## config.mk

```make
export PLATFORM = sky130hd
export DESIGN_NAME = axil_cmd_master
export DESIGN_NICKNAME = d
export VERILOG_FILES = /design/src/rtl/axil_pkg.sv /design/src/rtl/axil_master_wdog.sv /design/src/rtl/axil_cmd_master.sv
export SDC_FILE = /design/constraint.sdc
export NUM_CORES = 1
export LEC_CHECK = 0
export BUFFER_PORTS_ARGS = -buffer_cell sky130_fd_sc_hd__buf_2
export CORE_MARGIN = 3
export CORE_UTILIZATION = 40
export DETAILED_ROUTE_END_ITERATION = 8
export GPL_ROUTABILITY_DRIVEN = 0
export PLACE_DENSITY = 0.7
export SLEW_MARGIN = 40
export SYNTH_ARGS = -nofsm -noshare
export SYNTH_HDL_FRONTEND = slang
export SYNTH_HIERARCHICAL = 1
export SYNTH_SLANG_ARGS = --single-unit
```

## constraint.sdc

```tcl
create_clock -name m00_axi_aclk -period 1.7 [get_ports m00_axi_aclk]
set_input_delay 0.085 -clock m00_axi_aclk [delete_from_list [all_inputs] [get_ports m00_axi_aclk]]
set_output_delay 0.085 -clock m00_axi_aclk [all_outputs]
set_load 0.005 [all_outputs]
```

## src/rtl/axil_pkg.sv

```systemverilog
// Shared types for the AXI-lite command master: FSM state encoding and AXI response codes.
package axil_pkg;

   typedef enum logic [2:0] {
      ST_IDLE,
      ST_WR_REQ,
      ST_WR_RESP,
      ST_RD_REQ,
      ST_RD_DATA,
      ST_RSP
   } axil_state_e;

   typedef enum logic [1:0] {
      AXI_OKAY   = 2'b00,
      AXI_EXOKAY = 2'b01,
      AXI_SLVERR = 2'b10,
      AXI_DECERR = 2'b11
   } axil_resp_e;

endpackage

```

## src/rtl/axil_master_wdog.sv

```systemverilog
// Watchdog for the command master: counts cycles while run is high and flags the last allowed cycle.
module axil_master_wdog #(
   parameter int unsigned LIMIT = 255
) (
   input  logic clk,
   input  logic resetn,
   input  logic clear,
   input  logic run,
   output logic expired
);

   localparam int CW = $clog2(LIMIT + 1);

   logic [CW-1:0] r_cnt;
   logic [CW-1:0] w_cnt;

   // clear marks the first cycle in a new state; that cycle already counts as one
   assign w_cnt   = clear ? '0 : r_cnt;
   assign expired = run && (w_cnt == CW'(LIMIT - 1));

   always_ff @(posedge clk) begin
      if (!resetn || !run) r_cnt <= '0;
      else                 r_cnt <= w_cnt + 1'b1;
   end

endmodule

```

## src/rtl/axil_cmd_master.sv

```systemverilog
// Single-outstanding AXI-lite master driven by a simple command/response port.
// Optional watchdog abort is built when AXIL_MASTER_TIMEOUT_EN is defined.
module axil_cmd_master #(
   parameter int          ADDR_W      = 8,
   parameter int          DATA_W      = 32,
   parameter int unsigned TIMEOUT_CYC = 255
) (
   input  logic                  m00_axi_aclk,
   input  logic                  m00_axi_aresetn,
   input  logic                  cmd_valid,
   output logic                  cmd_ready,
   input  logic                  cmd_wr,
   input  logic [ADDR_W-1:0]     cmd_addr,
   input  logic [DATA_W-1:0]     cmd_wdata,
   input  logic [DATA_W/8-1:0]   cmd_wstrb,
   output logic                  rsp_valid,
   input  logic                  rsp_ready,
   output logic [DATA_W-1:0]     rsp_rdata,
   output logic [1:0]            rsp_resp,
   output logic                  rsp_timeout,
   output logic [ADDR_W-1:0]     m00_axi_awaddr,
   output logic [2:0]            m00_axi_awprot,
   output logic                  m00_axi_awvalid,
   input  logic                  m00_axi_awready,
   output logic [DATA_W-1:0]     m00_axi_wdata,
   output logic [DATA_W/8-1:0]   m00_axi_wstrb,
   output logic                  m00_axi_wvalid,
   input  logic                  m00_axi_wready,
   input  logic [1:0]            m00_axi_bresp,
   input  logic                  m00_axi_bvalid,
   output logic                  m00_axi_bready,
   output logic [ADDR_W-1:0]     m00_axi_araddr,
   output logic [2:0]            m00_axi_arprot,
   output logic                  m00_axi_arvalid,
   input  logic                  m00_axi_arready,
   input  logic [DATA_W-1:0]     m00_axi_rdata,
   input  logic [1:0]            m00_axi_rresp,
   input  logic                  m00_axi_rvalid,
   output logic                  m00_axi_rready
);
   import axil_pkg::*;

   axil_state_e           r_state;
   logic [ADDR_W-1:0]     r_addr;
   logic [DATA_W-1:0]     r_wdata;
   logic [DATA_W/8-1:0]   r_wstrb;
   logic                  r_awvalid;
   logic                  r_wvalid;
   logic                  r_bready;
   logic                  r_arvalid;
   logic                  r_rready;
   logic                  r_rsp_valid;
   logic [DATA_W-1:0]     r_rsp_rdata;
   logic [1:0]            r_rsp_resp;
   logic                  w_aw_hs;
   logic                  w_w_hs;
   logic                  w_expired;

   assign w_aw_hs = r_awvalid && m00_axi_awready;
   assign w_w_hs  = r_wvalid && m00_axi_wready;

   // gated by reset so the port reads not-ready during the reset cycle itself
   assign cmd_ready = (r_state == ST_IDLE) && m00_axi_aresetn;

   always_ff @(posedge m00_axi_aclk) begin
      if (!m00_axi_aresetn) begin
         r_state     <= ST_IDLE;
         r_addr      <= '0;
         r_wdata     <= '0;
         r_wstrb     <= '0;
         r_awvalid   <= 1'b0;
         r_wvalid    <= 1'b0;
         r_bready    <= 1'b0;
         r_arvalid   <= 1'b0;
         r_rready    <= 1'b0;
         r_rsp_valid <= 1'b0;
         r_rsp_rdata <= '0;
         r_rsp_resp  <= AXI_OKAY;
      end else if (w_expired) begin
         r_state     <= ST_RSP;
         r_awvalid   <= 1'b0;
         r_wvalid    <= 1'b0;
         r_bready    <= 1'b0;
         r_arvalid   <= 1'b0;
         r_rready    <= 1'b0;
         r_rsp_valid <= 1'b1;
         r_rsp_rdata <= '0;
         r_rsp_resp  <= AXI_SLVERR;
      end else begin
         case (r_state)
            ST_IDLE: begin
               if (cmd_valid && cmd_ready) begin
                  r_addr  <= cmd_addr;
                  r_wdata <= cmd_wdata;
                  r_wstrb <= cmd_wstrb;
                  if (cmd_wr) begin
                     r_state   <= ST_WR_REQ;
                     r_awvalid <= 1'b1;
                     r_wvalid  <= 1'b1;
                  end else begin
                     r_state   <= ST_RD_REQ;
                     r_arvalid <= 1'b1;
                  end
               end
            end
            ST_WR_REQ: begin
               if (w_aw_hs) r_awvalid <= 1'b0;
               if (w_w_hs)  r_wvalid  <= 1'b0;
               // a channel is done once its valid has dropped or it handshakes now
               if ((!r_awvalid || w_aw_hs) && (!r_wvalid || w_w_hs)) begin
                  r_state  <= ST_WR_RESP;
                  r_bready <= 1'b1;
               end
            end
            ST_WR_RESP: begin
               if (m00_axi_bvalid) begin
                  r_state     <= ST_RSP;
                  r_bready    <= 1'b0;
                  r_rsp_valid <= 1'b1;
                  r_rsp_rdata <= '0;
                  r_rsp_resp  <= m00_axi_bresp;
               end
            end
            ST_RD_REQ: begin
               if (m00_axi_arready) begin
                  r_state   <= ST_RD_DATA;
                  r_arvalid <= 1'b0;
                  r_rready  <= 1'b1;
               end
            end
            ST_RD_DATA: begin
               if (m00_axi_rvalid) begin
                  r_state     <= ST_RSP;
                  r_rready    <= 1'b0;
                  r_rsp_valid <= 1'b1;
                  r_rsp_rdata <= m00_axi_rdata;
                  r_rsp_resp  <= m00_axi_rresp;
               end
            end
            ST_RSP: begin
               if (rsp_ready) begin
                  r_state     <= ST_IDLE;
                  r_rsp_valid <= 1'b0;
               end
            end
            default: r_state <= ST_IDLE;
         endcase
      end
   end

`ifdef AXIL_MASTER_TIMEOUT_EN
   axil_state_e r_prev_state;
   logic        r_rsp_timeout;
   logic        w_wd_run;
   logic        w_wd_clear;

   always_ff @(posedge m00_axi_aclk) begin
      if (!m00_axi_aresetn) r_prev_state <= ST_IDLE;
      else                  r_prev_state <= r_state;
   end

   assign w_wd_run   = (r_state != ST_IDLE) && (r_state != ST_RSP);
   assign w_wd_clear = (r_state != r_prev_state);

   axil_master_wdog #(.LIMIT(TIMEOUT_CYC)) u_wdog (
      .clk     (m00_axi_aclk),
      .resetn  (m00_axi_aresetn),
      .clear   (w_wd_clear),
      .run     (w_wd_run),
      .expired (w_expired)
   );

   always_ff @(posedge m00_axi_aclk) begin
      if (!m00_axi_aresetn)         r_rsp_timeout <= 1'b0;
      else if (w_expired)           r_rsp_timeout <= 1'b1;
      else if (r_state == ST_IDLE)  r_rsp_timeout <= 1'b0;
   end

   assign rsp_timeout = r_rsp_timeout;
`else
   logic w_unused_timeout;
   assign w_unused_timeout = ^TIMEOUT_CYC;
   assign w_expired        = 1'b0;
   assign rsp_timeout      = 1'b0;
`endif

   assign m00_axi_awaddr  = r_addr;
   assign m00_axi_awprot  = 3'b000;
   assign m00_axi_awvalid = r_awvalid;
   assign m00_axi_wdata   = r_wdata;
   assign m00_axi_wstrb   = r_wstrb;
   assign m00_axi_wvalid  = r_wvalid;
   assign m00_axi_bready  = r_bready;
   assign m00_axi_araddr  = r_addr;
   assign m00_axi_arprot  = 3'b000;
   assign m00_axi_arvalid = r_arvalid;
   assign m00_axi_rready  = r_rready;
   assign rsp_valid       = r_rsp_valid;
   assign rsp_rdata       = r_rsp_rdata;
   assign rsp_resp        = r_rsp_resp;

endmodule

```

Word-level counts from Yosys, hierarchy flattened
Cells that the tools add are included.
{"block": "totals", "register_bits": 87, "input_bits": 90, "word_cells": 86, "output_inout_bits": 100}
{"block": "classes", "n_eq_ne": 15, "mux": 34, "n_reduce_logical": 25}
{"op": "two-way mux 32 bit", "n": 2}
{"op": "one-hot mux 32 bit (2 select lines)", "n": 1}
{"op": "two-way mux 3 bit", "n": 6}
{"op": "inequality test 2 bit (second input constant)", "n": 9}
{"op": "one-hot mux 3 bit (6 select lines)", "n": 1}
{"op": "AND reduction 4 bit", "n": 4}
{"op": "two-way mux 1 bit", "n": 14}
{"op": "one-hot mux 1 bit (2 select lines)", "n": 5}
{"op": "nonzero test 2 bit", "n": 5}
{"op": "AND reduction 3 bit", "n": 3}
{"op": "== test 3 x 2 -> 1 bit (second input constant)", "n": 2}
{"op": "== test 3 bit (second input constant)", "n": 2}
{"op": "two-way mux 2 bit", "n": 3}
{"op": "AND reduction 6 bit", "n": 1}
{"op": "logical AND 1 bit", "n": 5}
{"op": "one-hot mux 2 bit (2 select lines)", "n": 1}
{"op": "== test 3 x 1 -> 1 bit (second input constant)", "n": 1}
{"op": "logical NOT 3 bit", "n": 1}
{"op": "one-hot mux 1 bit (3 select lines)", "n": 1}
{"op": "nonzero test 3 bit", "n": 1}
{"op": "logical NOT 1 bit", "n": 2}
{"op": "logical OR 1 bit", "n": 2}
{"op": "inequality test 2 x 1 -> 1 bit (second input constant)", "n": 1}
{"op": "AND reduction 2 bit", "n": 1}

Depth between registers and ports, before layout
{"block": "depth", "word_depth": 5, "mapped_depth": 7, "mapped_depth_nobuf": 4}

Least setup slack after synthesis
No wires, ideal clock.
{"block": "synth_timing", "path_kind": "register -> register", "start": "register r_state[2]", "end": "register r_rsp_resp[0] (netlist: rsp_resp[0])", "path_buffers": 1, "t_required_ns": 1.584, "synth_period_minus_slack_ns": 1.346, "path_stages_with_launch": 6, "arrival_time_ns": 1.230, "setup_slack_ns": 0.354, "path_cell_list": "dfxtp_1 > buf_6 > nor3b_4 > mux2i_1 > nand2_1 > o211a_1"}
{"block": "synth_between", "elab_chain_len": 3, "elab_cells_between_ends": 7, "classes_between": "eq/ne (4); mux (1); reduce/logical (2)"}
{"element": "start: declaration", "line": "axil_cmd_master.sv:43", "text": "axil_state_e r_state;"}
{"element": "start signal: assignment", "line": "axil_cmd_master.sv:67", "text": "r_state <= ST_IDLE;"}
{"element": "start signal: assignment", "line": "axil_cmd_master.sv:80", "text": "r_state <= ST_RSP;"}
{"element": "start signal: assignment", "line": "axil_cmd_master.sv:97", "text": "r_state <= ST_WR_REQ;"}
{"element": "== test 3 bit / == test 3 x 2 -> 1 bit (equally long branches)", "line": "axil_cmd_master.sv:90", "text": "case (r_state)"}
{"element": "inequality test 2 bit (no source line) / nonzero test 2 bit (equally long branches)"}
{"element": "AND reduction 3 bit (no source line)"}
{"element": "end signal: assignment", "line": "axil_cmd_master.sv:121", "text": "r_rsp_resp <= m00_axi_bresp;"}
{"element": "end signal: assignment", "line": "axil_cmd_master.sv:137", "text": "r_rsp_resp <= m00_axi_rresp;"}
{"element": "end: declaration", "line": "axil_cmd_master.sv:54", "text": "logic [1:0] r_rsp_resp;"}
Several ways; a longest one is shown, not always the timed one.
A chain may end at the register's enable or synchronous reset.

Worst setup path in the final report
{"block": "layout_timing", "start": "register r_state[0]", "end": "register r_state[1]"}
{"block": "layout_between", "elab_chain_len": 5, "elab_cells_between_ends": 16, "classes_between": "eq/ne (11); mux (1); reduce/logical (4)"}
{"element": "logical NOT 3 bit", "line": "axil_cmd_master.sv:63, axil_cmd_master.sv:90"}
{"element": "logical AND 1 bit", "line": "axil_cmd_master.sv:63", "text": "assign cmd_ready = (r_state == ST_IDLE) && m00_axi_aresetn;"}
{"element": "logical AND 1 bit", "line": "axil_cmd_master.sv:92", "text": "if (cmd_valid && cmd_ready) begin"}
{"element": "inequality test 2 x 1 -> 1 bit (no source line)"}
{"element": "AND reduction 6 bit (no source line)"}
Several ways; a longest one is shown, not always the timed one.

==> metrics.cfg <==
[power_and_ir_drop]
p_int_uw = 4320
p_leak_uw = 0.00258
swShare = 0.326
p_sw_uw = 2090
pwr_density_cell_nw_per_um2 = 1140
irDropWorstVdd_mv = 0.655
clkPwrFrac = 0.262
p_seq_frac = 0.402
pwr-share-comb = 0.336

[finish]
multi_input_area_sq_um = 1680
layout-drive-gt1-share = 0.316
seq_area_sq_um = 1740
insertedDiodeCount = 0
finalNetCount = 752
n_fill_cell = 737
fin_util = 0.633
areaGrowthSynthToFinish_pct = 50.4

[global_route]
grt_use_met1 = 0.219
met2_usage = 0.336
grt_util_all_layers = 0.191
overflow = 0
busiest_layer = met2
grt_pass1_vias = 3513
antenna_found_initial = 0
met3_usage = 0.0386
grt_pass1_wl_um = 16100
grt_max_degree = 90

[floorplanning]
die_height_um = 103
die_area_sq_um = 10600
coreArea_sq_um = 8890
die_w_um = 103
io_pins = 190
row_count = 34
start_util = 0.421

[job]
drv_cap = 0

[synth]
syn_inst = 428
ys.flop_type = dfxtp_1
netlist_area_sq_um = 3740
syn_area_per_cell_sq_um = 8.75
ys_async_sr_fraction = 0
ys_seq_elements = 87
synth_cell_type_count = 36
synth_edf_count = 0
synth.yosys.seq_area_share = 0.465
yosys_warnings = 6

[route]
drt-wirelength-per-cell_um = 13.5
via_count = 3701
drc = 0
wirelength_um = 10500
drt-initial-drc-count = 117
ant_nets = 0
drtPass1Iterations = 4
viasPerCell = 4.78

[clock_tree]
cts.path.max_buffers = 2
cts_tree = done
clock-sinks = 87
root_buffer = clkbuf_8
clock_latency_ns = 0.35
post-cts-setup-buffers = 0
h-tree-depth = 3
cts.clk_slew.worst_paths_ns = 0.09
numCtsBuffers = 9

[sta]
period_share = 0.909
fmax_mhz = 647
tightest_slew_ns = 0.464
finalSetupViolations = 0
maxSlewViolCount = 0
relSlewSlack = 0.682
hold_violations = 0
final.setup.tns_ns = 0
period_needed_ns = 1.55
fin_skew_ns = 0.0128
rsz0062_at_grt = false

[critical_path]
cp-end-kind = flop
critPathKind = reg -> reg
cp.arrival_ns = 1.82
start_kind = flop
cp_max_fo = 12
worstPathRequired_ns = 1.97

[place]
dp_hpwl_um = 6570
io_buffers = 182

[hold_path]
min_path_type = in -> reg

[status]
status = completed

[critical path, stage by stage (launching register included)]
cell	delay, ns
dfxtp_1	0.47
buf_4	0.24
nor3b_1	0.19
inv_1	0.09
o221ai_1	0.22
mux2i_1	0.25
[cell usage after synthesis, types with 2 or more instances]
library cell | count | area (sq um)
nor3b_1 | 3 | 22.5
buf_2 | 6 | 30.0
nor2b_1 | 2 | 12.5
nand2b_1 | 33 | 206
nor2_1 | 3 | 11.3
nand3_1 | 32 | 160
a21oi_1 | 6 | 30.0
and2_1 | 3 | 18.8
a2111oi_0 | 2 | 17.5
nand2_1 | 94 | 353
buf_4 | 22 | 165
clkbuf_1 | 15 | 56.3
a21boi_1 | 70 | 526
inv_1 | 8 | 30.0
dfxtp_1 | 87 | 1740
o211a_1 | 2 | 20.0
buf_6 | 6 | 67.6
mux2i_1 | 4 | 40.0
o21ai_0 | 6 | 30.0
a21boi_0 | 8 | 60.1
[cell families after synthesis]
| family | synth area share |
|---|---|
| DFF | 0.465 |
| other | 0.00100 |
| muxes | 0.0107 |
| AOI/OAI and AO/OA | 0.200 |
| buffers and inverters | 0.0932 |
| and+or+nand+nor | 0.230 |
[stage by stage]
stage / worst slack [ns] / instance area, sq um / std cells / hold WS [ns] / total power, uW
floorplan: 0.354 / 3770 / 434 / 0.220 / 4000
global placement: 0.165 / 4620 / 682 / 0.323 / 4580
detailed placement: 0.0953 / 4620 / 682 / 0.330 / 4630
CTS: 0.0665 / 5630 / 775 / 0.0755 / 6470
global route: 0.00232 / 5630 / 775 / 0.104 / 6840
finish: 0.154 / 5630 / 775 / 0.0962 / 6410
[cells in the final DEF, fill, tap and decap left out, drive strengths merged, types with 3 or more instances in the layout]
cell,n
buf,189
nand2,94
dfxtp,87
a21boi,78
dlygate4sd3,77
nand2b,33
nand3,32
clkbuf,12
inv,8
conb,7
a21oi,7
o21ai,6
mux2i,4
nor3b,4
and2,3
nor2,3
[power by group through the flow]
stage | registers, uW | clock network [uW] | logic [uW]
after floorplan | 2560 | 0 | 1440
after global placement | 2600 | 0 | 1980
after detailed placement | 2610 | 0 | 2020
after CTS | 2570 | 1750 | 2160
after global routing | 2620 | 1820 | 2400
final | 2570 | 1680 | 2150
[cell type report]
class / instances / share of cell area
timing repair buffer: 266 / 0.319
sequential: 87 / 0.310
multi-input combinational: 290 / 0.299
clock buffer: 12 / 0.0293
tap: 108 / 0.0240
clock inverter: 4 / 0.0136
inverter: 8 / 0.00533
[worst paths after layout]
| check | slack [ns] | cells after the start | endpoint | start |
|---|---|---|---|---|
| worst max-delay path | 0.15 | 5 | r_state[1]$_SDFFE_PN0P_ | r_state[0]$_SDFFE_PN0P_ |
| worst min-delay path | 0.1 | 4 | rsp_resp[1]$_SDFFE_PN0P_ | m00_axi_bresp[1] |
| worst max register to register | 0.15 | 5 | r_state[1]$_SDFFE_PN0P_ | r_state[0]$_SDFFE_PN0P_ |
| worst min register to register | 0.45 | 2 | m00_axi_wdata[19]$_SDFFE_PN0P_ | m00_axi_wdata[19]$_SDFFE_PN0P_ |
[metal layers]
layer,wire length (um),up-vias,share of wire
li1,-,1861,-
met1,4250,1671,0.41
met2,5210,138,0.50
met3,636,31,0.061
met4,369,0,0.035
met5,0,-,0
[sequential cells by signal (all words and copies together), names as in the netlist]
signal	cells
m00_axi_wdata	32
r_state	3
rsp_rdata	32
m00_axi_awvalid	1
m00_axi_arvalid	1
m00_axi_bready	1
m00_axi_wvalid	1
m00_axi_wstrb	4
m00_axi_araddr	8
rsp_resp	2
rsp_valid	1
m00_axi_rready	1
[repair_timing]
item                                    4_1_cts  5_1_grt
resized for setup                             0        2
endpoints found under the setup margin        0       39
hold endpoints to repair                     77        0
hold buffers                                 77        0
Power figures use the tool's default switching activity.
